**config.mk**
```make
export PLATFORM = sky130hd
export DESIGN_NAME = display_arbiter
export DESIGN_NICKNAME = d
export VERILOG_FILES = /design/src/rtl/display_pkg.sv /design/src/rtl/prio_pick.sv /design/src/rtl/display_arbiter.sv
export SDC_FILE = /design/constraint.sdc
export NUM_CORES = 1
export LEC_CHECK = 0
export BUFFER_PORTS_ARGS = -buffer_cell sky130_fd_sc_hd__buf_2
export CORE_AREA = 10 10 312 314
export CTS_BUF_LIST = sky130_fd_sc_hd__clkbuf_16
export DETAILED_ROUTE_END_ITERATION = 16
export DIE_AREA = 0 0 322 324
export GPL_TIMING_DRIVEN = 0
export PLACE_DENSITY = 0.41
export SYNTH_ARGS = -nofsm -noshare
export SYNTH_HDL_FRONTEND = slang
export SYNTH_SLANG_ARGS = --single-unit
```
**constraint.sdc**
```tcl
create_clock -name clk -period 2.4 [get_ports clk]
set_input_delay 0.24 -clock clk [delete_from_list [all_inputs] [get_ports clk]]
set_output_delay 0.24 -clock clk [all_outputs]
set_load 0.005 [all_outputs]
```
**src/rtl/display_pkg.sv**
```systemverilog
// Shared display definitions: arbiter state encoding and the blank-screen
// patterns also used by the matrix and seven-segment drivers.
package display_pkg;

  typedef enum logic [1:0] {
    IDLE  = 2'd0,
    BLANK = 2'd1,
    GRANT = 2'd2
  } state_t;

  localparam logic [127:0] BLANK_MATRIX  = 128'h0;
  localparam logic [31:0]  BLANK_NUMBERS = 32'hFFFF_FFFF;

endpackage

```
**src/rtl/prio_pick.sv**
```systemverilog
// Combinational rotating-priority pick: the first set bit of req found when
// searching upward (with wrap) from index start.
module prio_pick #(
  parameter int N  = 4,
  parameter int IW = 2
) (
  input  logic [N-1:0]  req,
  input  logic [IW-1:0] start,
  output logic          valid,
  output logic [IW-1:0] idx
);

  always_comb begin
    int j;
    j     = 0;
    valid = |req;
    idx   = '0;
    // Walk from the farthest position back to start so the nearest hit wins.
    for (int k = N - 1; k >= 0; k--) begin
      j = int'(start) + k;
      if (j >= N) j = j - N;
      if (req[j]) idx = IW'(j);
    end
  end

endmodule

```
**src/rtl/display_arbiter.sv**
```systemverilog
// Display resource arbiter: fixed priority with minimum hold, preemption and a
// blanking gap between owners. Define DISPLAY_ARB_RR_EN for round-robin slicing.
module display_arbiter
  import display_pkg::*;
#(
  parameter int NREQ      = 4,
  parameter int MIN_HOLD  = 1000,
  parameter int BLANK_CYC = 2,
  parameter int CW        = 10,
  localparam int IW       = (NREQ > 1) ? $clog2(NREQ) : 1
) (
  input  logic                clk,
  input  logic                rst,
  input  logic [NREQ-1:0]     req,
  input  logic [NREQ*128-1:0] matrix_in,
  input  logic [NREQ*32-1:0]  numbers_in,
  input  logic [NREQ-1:0]     beep_in,
  output logic [NREQ-1:0]     grant,
  output logic [IW-1:0]       owner,
  output logic                busy,
  output logic [127:0]        matrixData,
  output logic [31:0]         numbersData,
  output logic                beep
);

  localparam int BW = (BLANK_CYC > 1) ? $clog2(BLANK_CYC) : 1;

  state_t          state_reg;
  logic [BW-1:0]   blank_reg;
  logic [CW-1:0]   hold_reg;
  logic [CW-1:0]   hold_next;
  logic [IW-1:0]   start;
  logic            pick_valid;
  logic [IW-1:0]   pick_idx;
  logic [NREQ-1:0] own_mask;
  logic [NREQ-1:0] pick_mask;
  logic [NREQ-1:0] rival_mask;
  logic [127:0]    matrix_slice  [NREQ];
  logic [31:0]     numbers_slice [NREQ];
  logic            owner_drop;
  logic            preempt;

  genvar gi;
  generate
    for (gi = 0; gi < NREQ; gi++) begin : g_req
      assign matrix_slice[gi]  = matrix_in[128*gi +: 128];
      assign numbers_slice[gi] = numbers_in[32*gi +: 32];
      assign own_mask[gi]      = (int'(owner) == gi);
      assign pick_mask[gi]     = (int'(pick_idx) == gi);
`ifdef DISPLAY_ARB_RR_EN
      assign rival_mask[gi]    = (int'(owner) != gi);
`else
      assign rival_mask[gi]    = (gi < int'(owner));
`endif
    end
  endgenerate

`ifdef DISPLAY_ARB_RR_EN
  logic [IW-1:0] last_reg;
  assign start = (int'(last_reg) == NREQ - 1) ? '0 : last_reg + 1'b1;
`else
  assign start = '0;
`endif

  prio_pick #(.N(NREQ), .IW(IW)) u_pick (
    .req   (req),
    .start (start),
    .valid (pick_valid),
    .idx   (pick_idx)
  );

  // hold_next is the hold count this edge completes, so an owner keeps the
  // grant for exactly MIN_HOLD cycles before a rival can take over.
  assign hold_next  = (hold_reg == CW'(MIN_HOLD)) ? hold_reg : hold_reg + 1'b1;
  assign owner_drop = ~|(req & own_mask);
  assign preempt    = (hold_next == CW'(MIN_HOLD)) && (|(req & rival_mask));

  always_ff @(posedge clk) begin
    if (rst) begin
      state_reg   <= IDLE;
      grant       <= '0;
      owner       <= '0;
      busy        <= 1'b0;
      matrixData  <= BLANK_MATRIX;
      numbersData <= BLANK_NUMBERS;
      beep        <= 1'b0;
      blank_reg   <= '0;
      hold_reg    <= '0;
`ifdef DISPLAY_ARB_RR_EN
      last_reg    <= IW'(NREQ - 1);
`endif
    end else begin
      matrixData  <= BLANK_MATRIX;
      numbersData <= BLANK_NUMBERS;
      beep        <= 1'b0;
      case (state_reg)
        IDLE: begin
          if (pick_valid) begin
            owner     <= pick_idx;
            blank_reg <= '0;
            busy      <= 1'b1;
            state_reg <= BLANK;
          end
        end
        BLANK: begin
          if (blank_reg == BW'(BLANK_CYC - 1)) begin
            if (pick_valid) begin
              owner     <= pick_idx;
              hold_reg  <= '0;
              grant     <= pick_mask;
              state_reg <= GRANT;
`ifdef DISPLAY_ARB_RR_EN
              last_reg  <= pick_idx;
`endif
            end else begin
              busy      <= 1'b0;
              state_reg <= IDLE;
            end
          end else begin
            blank_reg <= blank_reg + 1'b1;
          end
        end
        GRANT: begin
          hold_reg <= hold_next;
          if (owner_drop || preempt) begin
            grant     <= '0;
            blank_reg <= '0;
            state_reg <= BLANK;
          end else begin
            matrixData  <= matrix_slice[owner];
            numbersData <= numbers_slice[owner];
            beep        <= beep_in[owner];
          end
        end
        default: begin
          grant     <= '0;
          busy      <= 1'b0;
          state_reg <= IDLE;
        end
      endcase
    end
  end

endmodule

```
-- Yosys cells after proc, flatten, opt, wreduce, memory -nomap -nowiden
Cells that the tools add are included.
- register bits: 181
- add/sub/neg operators: 2
- order comparisons: 5
- equal/unequal tests: 15
- mux-type cells: 36
- bitwise operators: 5
- reductions and logical operators: 19
- operators with widths (kind ; count):
    $bmux W128 S2 ; 1
    $mux W128 ; 2
    $bmux W32 S2 ; 1
    $mux W32 ; 2
    $mux W10 ; 3
    $eq A10 B10 Y1 const B ; 2
    $mux W2 ; 10
    $pmux W10 S2 ; 1
    $mux W4 ; 3
    $pmux W4 S3 ; 1
    $reduce_or A4 Y1 ; 3
    $add A10 B1 Y10 const B ; 1
    $eq A2 B2 Y1 const B ; 5
    $ne A2 B2 Y1 const B ; 5
    $reduce_and A3 Y1 ; 3
    $reduce_and A4 Y1 ; 2
    $mux W1 ; 7
    $eq A2 B1 Y1 const B ; 3
    $logic_not A2 Y1 ; 3
    $pmux W1 S3 ; 2
    $pmux W2 S3 ; 1
    $and A4 B3 Y4 ; 1
    $and A4 B4 Y4 ; 1
    $lt A1 B2 Y1 const A ; 2
    15 further kinds ; 17

-- Logic depth before layout (Yosys ltp)
Gate-level depths: netlist (run 1).
- depth in word-level cells: 8
- gate-level depth with buffers: 10

-- Modules after synthesis
A second synthesis (run 1) with hierarchy kept.
- cell total of the unflattened synthesis: 715
- area, all modules: 9446.6 µm²
- modules (own cells, without submodules) (module ; times used ; cells an instance ; area an instance (µm²) ; sequential area each (µm²)):
    display_arbiter ; 1 ; 702 ; 9370.2 ; 3623.5
    prio_pick ; 1 ; 13 ; 76.3 ; 0.0

-- Worst setup path before layout (run 1)
Ideal clock, no wire load.
- kind: flip-flop to flip-flop
- from: register hold_reg[1]
- to: register matrixData[40]
- arrival: 2158 ps
- data required time: 2270 ps
- setup slack: 112 ps
- cell stages (with the launch flop): 10
- period minus slack after synthesis: 2288 ps
- cells stage by stage: dfxtp_1 ha_1 nand3_2 or3_1 a222oi_1 o2111a_1 buf_4 buf_4 buf_4 nor3b_1
- cells in the longest elaborated chain, start to end: 6
- elaborated cells between the ends (all ways): 7
- ends and longest elaborated chain (element ; RTL line ; RTL):
    start, declared ; display_arbiter.sv:30 ; logic [CW-1:0] hold_reg;
    start signal, assigned ; display_arbiter.sv:124 ; hold_reg <= hold_next;
    $add A10 B1 Y10 / $eq A10 B10 Y1 (equally long branches) ; display_arbiter.sv:74 ; assign hold_next = (hold_reg == CW'(MIN_HOLD)) ? hold_reg : hold_reg + 1'b1;
    $mux W10 * ; display_arbiter.sv:74 ;
    $eq A10 B10 Y1 * ; display_arbiter.sv:76 ; assign preempt = (hold_next == CW'(MIN_HOLD)) && (|(req & rival_mask));
    $logic_and A1 B1 Y1 * ; display_arbiter.sv:76 ;
    $logic_or A1 B1 Y1 * ; display_arbiter.sv:125 ; if (owner_drop || preempt) begin
    $reduce_or A3 Y1 (no source line) * ; -- ;
    end signal, assigned ; display_arbiter.sv:130 ; matrixData <= matrix_slice[owner];
    end, declared ; display_arbiter.sv:21 ; output logic [127:0] matrixData,
Mark *: on every way between the ends. The rest lies on a longest branch, timed or not.
A chain may end at the register's enable or synchronous reset.

-- Worst setup path after layout (run 1)
- from: register hold_reg[1]
- to: register matrixData[106]
Same word-level chain as after synthesis.

==> results.py, run 1 <==
metrics = {
    "power": {
        "power.density_nw_per_um2": 496,
        "p_leak_uw": 0.00695,
        "vdd.ir_drop.worst_mv": 0.585,
    },
    "synth": {
        "synth-warning-count": 0,
        "synthCells": 734,
        "main_combinational_cell_family_by_area_after_synthesis": "multiplexers",
        "netlist_top_cells_count": "sky130_fd_sc_hd__dfxtp_1, sky130_fd_sc_hd__mux4_2, sky130_fd_sc_hd__nor3b_1",
        "post-synth-top-count-cell": "sky130_fd_sc_hd__dfxtp_1",
        "yosys.area.top_type_share_pct": 37.6,
        "syn-num-nets": 1386,
        "yosysUniqueCellTypes": 51,
        "yosys-top-cells-area": "sky130_fd_sc_hd__mux4_2, sky130_fd_sc_hd__dfxtp_1, sky130_fd_sc_hd__nor3b_1",
        "avgSynthCellArea_um2": 13.2,
        "edff_count_synth": 0,
        "asyncSetResetFlopFracSynth_pct": 0,
        "synth_simple_gate_area_share_pct": 16.3,
        "synth-adder-area-share_pct": 0.258,
        "seq_area_frac_synth_pct": 37.3,
        "postSynthRegisterBits": 181,
        "synth_compound_area_share_pct": 3.98,
        "multiplexer_area_fraction_after_synthesis_pct": 37.7,
        "yosys_most_used_dff": "sky130_fd_sc_hd__dfxtp_1",
        "post-synth-top-area-cell": "sky130_fd_sc_hd__mux4_2",
        "synth-xor-area-share_pct": 0,
        "netlist_area_um2": 9710,
    },
    "global_route": {
        "gr-total-overflow": 0,
        "grt_use_total_pct": 15.1,
        "grt_first_pass_wirelength_um": 106000,
        "grt_start_max_net_pins": 17,
        "antenna_found_initial": 64,
        "via_count_of_the_first_global_routing_pass": 11600,
    },
    "clocking": {
        "max-clock-path-buffers": 2,
        "clock-sinks": 181,
        "cts_tree": "yes",
        "clk_pin_slew_worst_paths_ns": 0.08,
        "cts.root.buffer_cell": "sky130_fd_sc_hd__clkbuf_16",
        "cts-htree-levels": 4,
        "clock_latency_ns": 0.51,
        "total_clock_buffers_created_by_cts": 17,
    },
    "timing": {
        "report.final.slew_viol_count": 0,
        "final.setup_skew_ns": 0.0201,
        "slew-limit-headroom_pct": 35.8,
        "setup_ws_ns": -0.166,
        "setup_viol_count_final": 135,
        "final_period_utilization_pct": 107,
        "worst_margin_slew_ns": 0.962,
        "hold_slack_ns": 0.137,
        "layout_min_cycle_time_ns": 2.57,
        "grt_setup_unrepaired": "yes",
        "final-hold-violation-count": 0,
        "clock.fmax_mhz": 390,
    },
    "finish": {
        "largest_register_ff_count": 128,
        "finalNetCount": 2245,
        "final_area_um2": 16600,
        "num-fill-cells": 10300,
        "finalCoreUtilization_pct": 18.3,
        "seq_area_um2": 3630,
        "areaGrowthSynthToFinish_pct": 71.3,
        "final-instance-count-excl-fill": 2802,
        "drive_above_1_share_pct": 70.6,
        "multi_input_comb_area_um2": 5850,
    },
    "worst_setup_path": {
        "critical_path_class": "flop to flop",
        "critPathArrivalTime_ns": 2.93,
        "crit_path_start": "hold_reg[1]",
        "r2r_start": "hold_reg[1]",
        "critical_path_peak_fanout": 10,
        "worst_setup_path_end_kind": "flop",
        "crit_path_start_kind": "flop",
        "critical_path_required_ns": 2.77,
    },
    "placed_design": {
        "cell_area_placed_um2": 15300,
        "hpwlAfterDp_um": 72500,
        "place_congestion": 0.953,
        "portBuffers": 813,
        "placed_cells": 2733,
    },
    "worst_hold_path": {
        "holdCritPathClass": "primary input to flop",
        "hp-start": "numbers_in[98]",
    },
    "route": {
        "routedLengthMet1_um": 28900,
        "wl_um": 82400,
        "drt_drc_violations_left": 0,
        "met2_wirelength_um": 42800,
        "final_antenna_net_count": 0,
        "dr.pass1.iters": 5,
        "routed_wire_length_per_instance_um": 29.4,
        "vias_per_cell": 3.82,
        "dr_total_vias": 10700,
        "highest_layer": "met5",
        "routed-wl-met3_um": 9300,
        "drt-initial-drc-count": 540,
    },
    "status": {
        "violated_checks": "negative setup slack",
        "run_status": "complete, but fails checks",
    },
    "floorplan": {
        "io-pin-count": 818,
        "die_y_um": 324,
        "floorplan_core_area_um2": 91100,
        "dieWidth_um": 322,
        "std_cell_rows": 111,
        "design.die.area_um2": 104000,
        "start_util_pct": 10.7,
    },
    "flow_run": {
        "max_cap_viol_count": 0,
    },
}
-- layout by cell type, fill, tap and decap left out, drive strengths merged, types with 2 or more instances in the layout --
cell           count
buf              865
dfxtp            181
mux4             162
nor3b            129
clkbuf            73
or3               36
o21ai             17
nor2              16
diode             11
nand2             11
a21oi             11
nand3             11
inv               10
nand4              7
clkinv             7
nor3               5
a31oi              5
nor2b              4
a22oi              3
nor4               3
clkdlybuf4s15      3
bufinv             3
a221oi             3
and2               2
and3               2
o211a              2
or2                2
nand2b             2
o22ai              2
a311oi             2
ha                 2
clkinvlp           2
o2111a             2
o41ai              2
-- repair_timing --
item                                    CTS  global route
gates cloned                              2             0
pin swaps                                 7            10
endpoints found under the setup margin  169           162
hold buffers                              0             0
resized for setup                       129            23
setup buffers                            14            13
-- through the flow --
stage	TNS, ns	power (uW)	setup slack [ns]
5_1_grt	-29.49	8700	-0.269
3_5_place_dp	-198.72	5270	-1.82
6_report	-14.59	8250	-0.166
3_3_place_gp	-202.30	5280	-1.89
4_1_cts	-17.22	8510	-0.191
2_1_floorplan	0	4230	0.112
-- where the power goes --
part | internal, uW | switching, uW | total, uW
logic | 1220 | 917 | 2140
clock network | 1620 | 1450 | 3070
registers | 3030 | 12.7 | 3040
-- layer usage --
layer,track usage (%),vias to the layer above
met5,0,-
met4,2.70,26
met3,7.36,139
met2,27.6,609
met1,15.6,5239
li1,-,4683
-- kinds of logic (layout without fill, tap and decap cells) --
family                     Yosys count  after routing
DFF                                181            181
adders and majority gates            2              2
muxes                              163            163
and+or+nand+nor                    236            236
other                                0             11
AOI/OAI and AO/OA                   58             58
buffers and inverters               94            965
-- layout make-up --
| class | instances | area share [%] |
|---|---|---|
| tap | 1186 | 8.92 |
| inverter | 8 | 0.196 |
| multi-input combinational | 459 | 35.2 |
| antenna | 11 | 0.166 |
| sequential | 181 | 21.8 |
| clock inverter | 14 | 0.971 |
| buffer | 84 | 3.80 |
| clock buffer | 17 | 2.56 |
| timing repair buffer | 842 | 26.4 |
-- critical path, cell delays in order, from the launching register on --
cell and delay (ns):
sky130_fd_sc_hd__dfxtp_4 0.39, sky130_fd_sc_hd__inv_1 0.08, sky130_fd_sc_hd__ha_4 0.24, sky130_fd_sc_hd__a311o_1 0.32
sky130_fd_sc_hd__a222oi_1 0.28, sky130_fd_sc_hd__buf_4 0.17, sky130_fd_sc_hd__o2111a_2 0.28, sky130_fd_sc_hd__buf_12 0.15
sky130_fd_sc_hd__buf_16 0.13, sky130_fd_sc_hd__buf_16 0.15, sky130_fd_sc_hd__buf_12 0.14, sky130_fd_sc_hd__nor3b_1 0.07
-- final timing paths --
path	end	slack [ns]	depth (start not counted)
max	matrixData[106]	-0.17	11
min	numbersData[2]	0.14	3
max reg2reg	matrixData[106]	-0.17	11
min reg2reg	grant[1]	0.47	2
Note: power is estimated with default switching activity, not from simulation.
==> run 2: changes to the inputs <==
--- a/config.mk
+++ b/config.mk
@@ -12,6 +12,7 @@
 export DIE_AREA = 0 0 322 324
 export GPL_TIMING_DRIVEN = 0
 export PLACE_DENSITY = 0.41
+export REMOVE_ABC_BUFFERS = 1
 export SYNTH_ARGS = -nofsm -noshare
 export SYNTH_HDL_FRONTEND = slang
 export SYNTH_SLANG_ARGS = --single-unit
==> run 2 against run 1 <==
  * The flow still finishes with violations (negative setup slack)
  * Via count down 2.8%
  * Highest routed layer unchanged
  * Maximum frequency is 4.4% higher
  * First-iteration DRC count up 2.8%
  * Cell count fell by 2.2%
  * Largest cell class unchanged
==> results.py, run 2 (same netlist as run 1, synthesis figures left out) <==
metrics = {
    "status": {
        "run_status": "complete, but fails checks",
        "violated_checks": "negative setup slack",
    },
    "clocking": {
        "postCtsHoldBufs": 0,
        "max-clock-path-buffers": 2,
        "clock-sinks": 181,
        "cts.root.buffer_cell": "sky130_fd_sc_hd__clkbuf_16",
        "cts-htree-levels": 4,
        "clock_latency_ns": 0.50,
        "clk_pin_slew_worst_paths_ns": 0.08,
        "cts_tree": "yes",
        "total_clock_buffers_created_by_cts": 17,
    },
    "global_route": {
        "grt_first_pass_wirelength_um": 80900,
        "grt_start_max_net_pins": 83,
        "grt_use_total_pct": 10.7,
        "via_count_of_the_first_global_routing_pass": 11400,
        "antenna_found_initial": 24,
        "gr-total-overflow": 0,
    },
    "placed_design": {
        "placed_cells": 2660,
        "portBuffers": 817,
        "cell_area_placed_um2": 15100,
        "place_congestion": 0.985,
        "hpwlAfterDp_um": 48600,
    },
    "route": {
        "routed_wire_length_per_instance_um": 22.7,
        "wl_um": 62100,
        "final_antenna_net_count": 0,
        "drt_drc_violations_left": 0,
        "dr.pass1.iters": 6,
        "vias_per_cell": 3.79,
        "dr_total_vias": 10400,
        "drt-initial-drc-count": 555,
    },
    "finish": {
        "largest_register_ff_count": 128,
        "multi_input_comb_area_um2": 5860,
        "drive_above_1_share_pct": 71.4,
        "seq_area_um2": 3650,
        "most_common_library_cell_in_the_layout_ignoring_fill_and_taps": "sky130_fd_sc_hd__buf_2",
        "finalNetCount": 2189,
        "layout_common_cells": "sky130_fd_sc_hd__buf_2, sky130_fd_sc_hd__dfxtp_1, sky130_fd_sc_hd__mux4_2",
        "final_area_um2": 16600,
        "final-instance-count-excl-fill": 2741,
        "areaGrowthSynthToFinish_pct": 71.5,
        "num-fill-cells": 10100,
    },
    "timing": {
        "hold_slack_ns": 0.101,
        "fin_tns_setup_ns": -0.520,
        "final.setup_skew_ns": 0.0173,
        "worst_margin_slew_ns": 0.777,
        "report.final.slew_viol_count": 0,
        "layout_min_cycle_time_ns": 2.46,
        "slew-limit-headroom_pct": 47.9,
        "grt_setup_unrepaired": "yes",
        "setup_ws_ns": -0.0578,
        "final_period_utilization_pct": 102,
        "clock.fmax_mhz": 407,
        "final-hold-violation-count": 0,
        "setup_viol_count_final": 18,
    },
    "worst_setup_path": {
        "worst_setup_path_end_kind": "flop",
        "crit_path_start_kind": "flop",
        "reg2reg_slack_ns": -0.06,
        "critical_path_peak_fanout": 9,
        "critical_path_class": "flop to flop",
        "critPathArrivalTime_ns": 2.80,
        "critical_path_required_ns": 2.74,
    },
    "power": {
        "power.density_nw_per_um2": 490,
        "p_leak_uw": 0.00690,
        "fin_total_pwr_uw": 8150,
        "vdd.ir_drop.worst_mv": 0.520,
    },
    "floorplan": {
        "design.die.area_um2": 104000,
        "dieWidth_um": 322,
        "floorplan_core_area_um2": 91100,
        "io-pin-count": 818,
        "start_util_pct": 10.7,
        "die_y_um": 324,
        "std_cell_rows": 111,
    },
    "flow_run": {
        "max_cap_viol_count": 0,
    },
    "worst_hold_path": {
        "holdCritPathClass": "primary input to flop",
    },
}
==> run 2: cell types whose count changed in the layout (fill, tap and decap cells not counted), moves of 3 or more <==
cell	delta
sky130_fd_sc_hd__clkbuf_2	-26
sky130_fd_sc_hd__clkbuf_1	-21
sky130_fd_sc_hd__buf_16	+11
sky130_fd_sc_hd__clkbuf_4	-9
sky130_fd_sc_hd__buf_6	-8
sky130_fd_sc_hd__clkbuf_16	+8
sky130_fd_sc_hd__dfxtp_1	-6
sky130_fd_sc_hd__dfxtp_4	+5
sky130_fd_sc_hd__diode_2	-5
sky130_fd_sc_hd__buf_4	-3
sky130_fd_sc_hd__clkdlybuf4s15_2	-3
sky130_fd_sc_hd__nor3b_4	+3
==> run 2: area by class of cell <==
class                           instances  share of cell area (%)
Inverter                                8                   0.195
Sequential cell                       181                    22.0
Antenna cell                            6                  0.0902
Clock buffer                           17                    2.56
Multi-Input combinational cell        459                    35.2
Tap cell                             1186                    8.92
Timing Repair Buffer                  870                    30.0
Clock inverter                         14                    1.09
==> run 2: metal layers <==
metal / vias to the layer above / part of all wire, % / routed length (um) / global-route usage [%]
met5: - / 0.089 / 55 / 0
met4: 8 / 1.7 / 1040 / 2.86
met3: 63 / 11 / 6670 / 5.26
met2: 545 / 50 / 30900 / 18.3
met1: 5229 / 38 / 23400 / 11.7
li1: 4556 / - / - / -
==> run 2: worst paths after layout <==
path,start,endpoint,cells past startpoint
worst min register to register,grant[0],grant[0],2
worst max register to register,hold_reg[1],matrixData[75],10
worst min-delay path,req[2],grant[2],3
worst max-delay path,hold_reg[1],matrixData[75],10
==> run 2: repair_timing <==
action | 4_1_cts | 5_1_grt
pin swaps | 7 | 31
gates resized for setup | 32 | 30
cloned | 5 | 10
endpoints found under the setup margin | 169 | 158
setup buffers | 22 | 7
==> run 2: metrics by stage <==
stage / util (%) / setup slack [ns]
detailed placement: 16.6 / -0.627
CTS: 17.8 / -0.0687
global route: 18.3 / -0.178
finish: 18.3 / -0.0578
global placement: 16.3 / -12.94
floorplan: - / -8.28
==> run 2: critical path: stages (launching register included) <==
cell	delay (ns)
sky130_fd_sc_hd__dfxtp_4	0.38
sky130_fd_sc_hd__ha_4	0.19
sky130_fd_sc_hd__buf_6	0.12
sky130_fd_sc_hd__and3_4	0.17
sky130_fd_sc_hd__o221ai_2	0.13
sky130_fd_sc_hd__a222oi_1	0.12
sky130_fd_sc_hd__buf_4	0.16
sky130_fd_sc_hd__o2111a_4	0.17
sky130_fd_sc_hd__clkbuf_16	0.22
sky130_fd_sc_hd__buf_4	0.18
sky130_fd_sc_hd__nor3b_1	0.46
==> run 2: power by group <==
part	switching (uW)	leakage [uW]	internal (uW)
combinational	738	0.00514	1240
sequential	35.9	0.00147	3030
clock	1470	0.000297	1650
total	2240	0.00690	5910
==> run 3: changes to the inputs <==
--- a/config.mk
+++ b/config.mk
@@ -16,3 +16,4 @@
 export SYNTH_ARGS = -nofsm -noshare
 export SYNTH_HDL_FRONTEND = slang
 export SYNTH_SLANG_ARGS = --single-unit
+export TNS_END_PERCENT = 20
==> constraint.sdc (replaced) <==
create_clock -name clk -period 2 [get_ports clk]
set_input_delay 0.2 -clock clk [delete_from_list [all_inputs] [get_ports clk]]
set_output_delay 0.2 -clock clk [all_outputs]
set_load 0.005 [all_outputs]
==> run 3 against run 2 <==
  * The flow still finishes with violations (negative setup slack)
  * Global-route usage grew 0.28 points
  * Register-to-register slack got worse by 0.34 ns
  * Clock skew is essentially flat
  * Setup slack lost 0.34 ns
  * Critical endpoint is now matrixData[18]
  * Highest routed layer unchanged
==> results.py, run 3 (same netlist as run 1, synthesis figures left out) <==
metrics = {
    "finish": {
        "layout_common_cells": "sky130_fd_sc_hd__buf_2, sky130_fd_sc_hd__dfxtp_1, sky130_fd_sc_hd__mux4_2",
        "num-fill-cells": 10100,
        "drive_above_1_share_pct": 70.9,
        "largest_register_ff_count": 128,
        "most_common_library_cell_in_the_layout_ignoring_fill_and_taps": "sky130_fd_sc_hd__buf_2",
        "areaGrowthSynthToFinish_pct": 70.2,
        "finalCoreUtilization_pct": 18.1,
        "finalNetCount": 2187,
    },
    "route": {
        "routed_wire_length_per_instance_um": 22.3,
        "vias_per_cell": 3.80,
        "wl_um": 61100,
        "dr_total_vias": 10400,
        "dr.pass1.iters": 6,
        "drt_drc_violations_left": 0,
        "drt-initial-drc-count": 492,
        "final_antenna_net_count": 0,
    },
    "clocking": {
        "clock-sinks": 181,
        "cts-htree-levels": 4,
        "max-clock-path-buffers": 2,
        "clock_latency_ns": 0.50,
        "total_clock_buffers_created_by_cts": 17,
        "clk_pin_slew_worst_paths_ns": 0.08,
        "cts.root.buffer_cell": "sky130_fd_sc_hd__clkbuf_16",
        "cts_tree": "yes",
    },
    "global_route": {
        "global_route.peak_usage_layer": "met2",
        "grt_start_max_net_pins": 83,
        "via_count_of_the_first_global_routing_pass": 11500,
        "met3_usage_pct": 5.40,
        "gr-total-overflow": 0,
        "groute.layer.met1.usage_pct": 11.9,
        "grt_use_total_pct": 11.0,
        "antenna_found_initial": 24,
        "grt_first_pass_wirelength_um": 82700,
        "groute.layer.met2.usage_pct": 19.0,
    },
    "floorplan": {
        "start_util_pct": 10.7,
        "dieWidth_um": 322,
        "design.die.area_um2": 104000,
        "floorplan_core_area_um2": 91100,
        "io-pin-count": 818,
        "std_cell_rows": 111,
        "die_y_um": 324,
    },
    "timing": {
        "report.final.slew_viol_count": 0,
        "final-hold-violation-count": 0,
        "layout_min_cycle_time_ns": 2.40,
        "slew-limit-headroom_pct": 64.7,
        "final_period_utilization_pct": 120,
        "setup_viol_count_final": 168,
        "final.setup_skew_ns": 0.0170,
        "worst_margin_slew_ns": 0.522,
        "clock.fmax_mhz": 417,
        "setup_ws_ns": -0.399,
        "grt_setup_unrepaired": "yes",
    },
    "worst_setup_path": {
        "critical_path_required_ns": 2.36,
        "critical_path_peak_fanout": 11,
        "crit_path_start_kind": "flop",
        "worst_setup_path_end_kind": "flop",
        "critPathArrivalTime_ns": 2.76,
        "critical_path_class": "flop to flop",
    },
    "power": {
        "p_leak_uw": 0.00687,
        "power.density_nw_per_um2": 591,
        "fin_total_pwr_uw": 9760,
        "vdd.ir_drop.worst_mv": 0.618,
    },
    "status": {
        "run_status": "complete, but fails checks",
        "violated_checks": "negative setup slack",
    },
    "flow_run": {
        "max_cap_viol_count": 0,
    },
    "placed_design": {
        "portBuffers": 817,
        "hpwlAfterDp_um": 48600,
        "place_congestion": 0.985,
    },
    "worst_hold_path": {
        "holdCritPathClass": "primary input to flop",
    },
}
[run 3: changes by cell type in the layout (fill, tap and decap cells not counted), sizes merged]
cell         previous run  this run
dlygate4sd3             0         2
clkbuf                 25        19
diode                   6         5
buf                   862       864
[run 3: timing repair]
| action | in CTS | in global routing |
|---|---|---|
| pin swaps | 9 | 17 |
| setup endpoints to repair | 171 | 170 |
| resized for setup | 42 | 12 |
| hold buffers | 2 | 0 |
| setup buffers | 27 | 5 |
| gates cloned | 8 | 2 |
| hold endpoints to repair | 2 | 0 |
[run 3: cell type report]
cell class	count	area (um2)	share of cell area, %
Timing Repair Buffer	868	4930	29.8
Clock inverter	14	181	1.10
Antenna cell	5	12.5	0.0757
Tap cell	1186	1480	8.98
Sequential cell	181	3650	22.1
Clock buffer	17	425	2.58
Inverter	8	32.5	0.197
Multi-Input combinational cell	459	5800	35.1
[run 3: stage by stage]
step                setup WS (ns)  hold WS [ns]  instance area, um2  TNS (ns)  std cells
finish                     -0.399        0.0978               16500    -54.35       2738
detailed placement          -1.03         0.467               15100   -147.67       2660
CTS                        -0.439       0.00797               16400    -56.24       2728
global placement           -13.34         0.465               14900  -2119.34       2651
floorplan                   -8.68         0.269                9300  -1432.75        648
global route               -0.514        0.0507               16500    -74.77       2736
[run 3: final timing paths]
kind,from,endpoint,slack (ns),cells after the start
max,hold_reg[2],matrixData[18],-0.40,9
min,rst,hold_reg[3],0.1,2
max reg2reg,hold_reg[2],matrixData[18],-0.40,9
min reg2reg,grant[0],grant[0],0.47,2
[run 3: worst max-delay path, cell delays in order (launching register included)]
cell                       delay [ns]
sky130_fd_sc_hd__dfxtp_4         0.39
sky130_fd_sc_hd__and4bb_4        0.26
sky130_fd_sc_hd__a311o_1         0.35
sky130_fd_sc_hd__a222oi_1        0.30
sky130_fd_sc_hd__buf_4           0.18
sky130_fd_sc_hd__o2111a_4        0.21
sky130_fd_sc_hd__buf_12          0.14
sky130_fd_sc_hd__buf_12          0.17
sky130_fd_sc_hd__buf_16          0.17
sky130_fd_sc_hd__nor3b_1         0.07
[run 3: metal layers]
metal,vias up,part of all wire [%]
li1,4550,-
met1,5142,36
met2,598,50
met3,93,11
met4,10,2.2
met5,-,0.093
[run 3: where the power goes]
group | switching, uW | leakage, uW | internal (uW) | total, uW
combinational | 882 | 0.00510 | 1490 | 2370
clock | 1740 | 0.000297 | 1980 | 3710
sequential | 42.9 | 0.00147 | 3630 | 3670
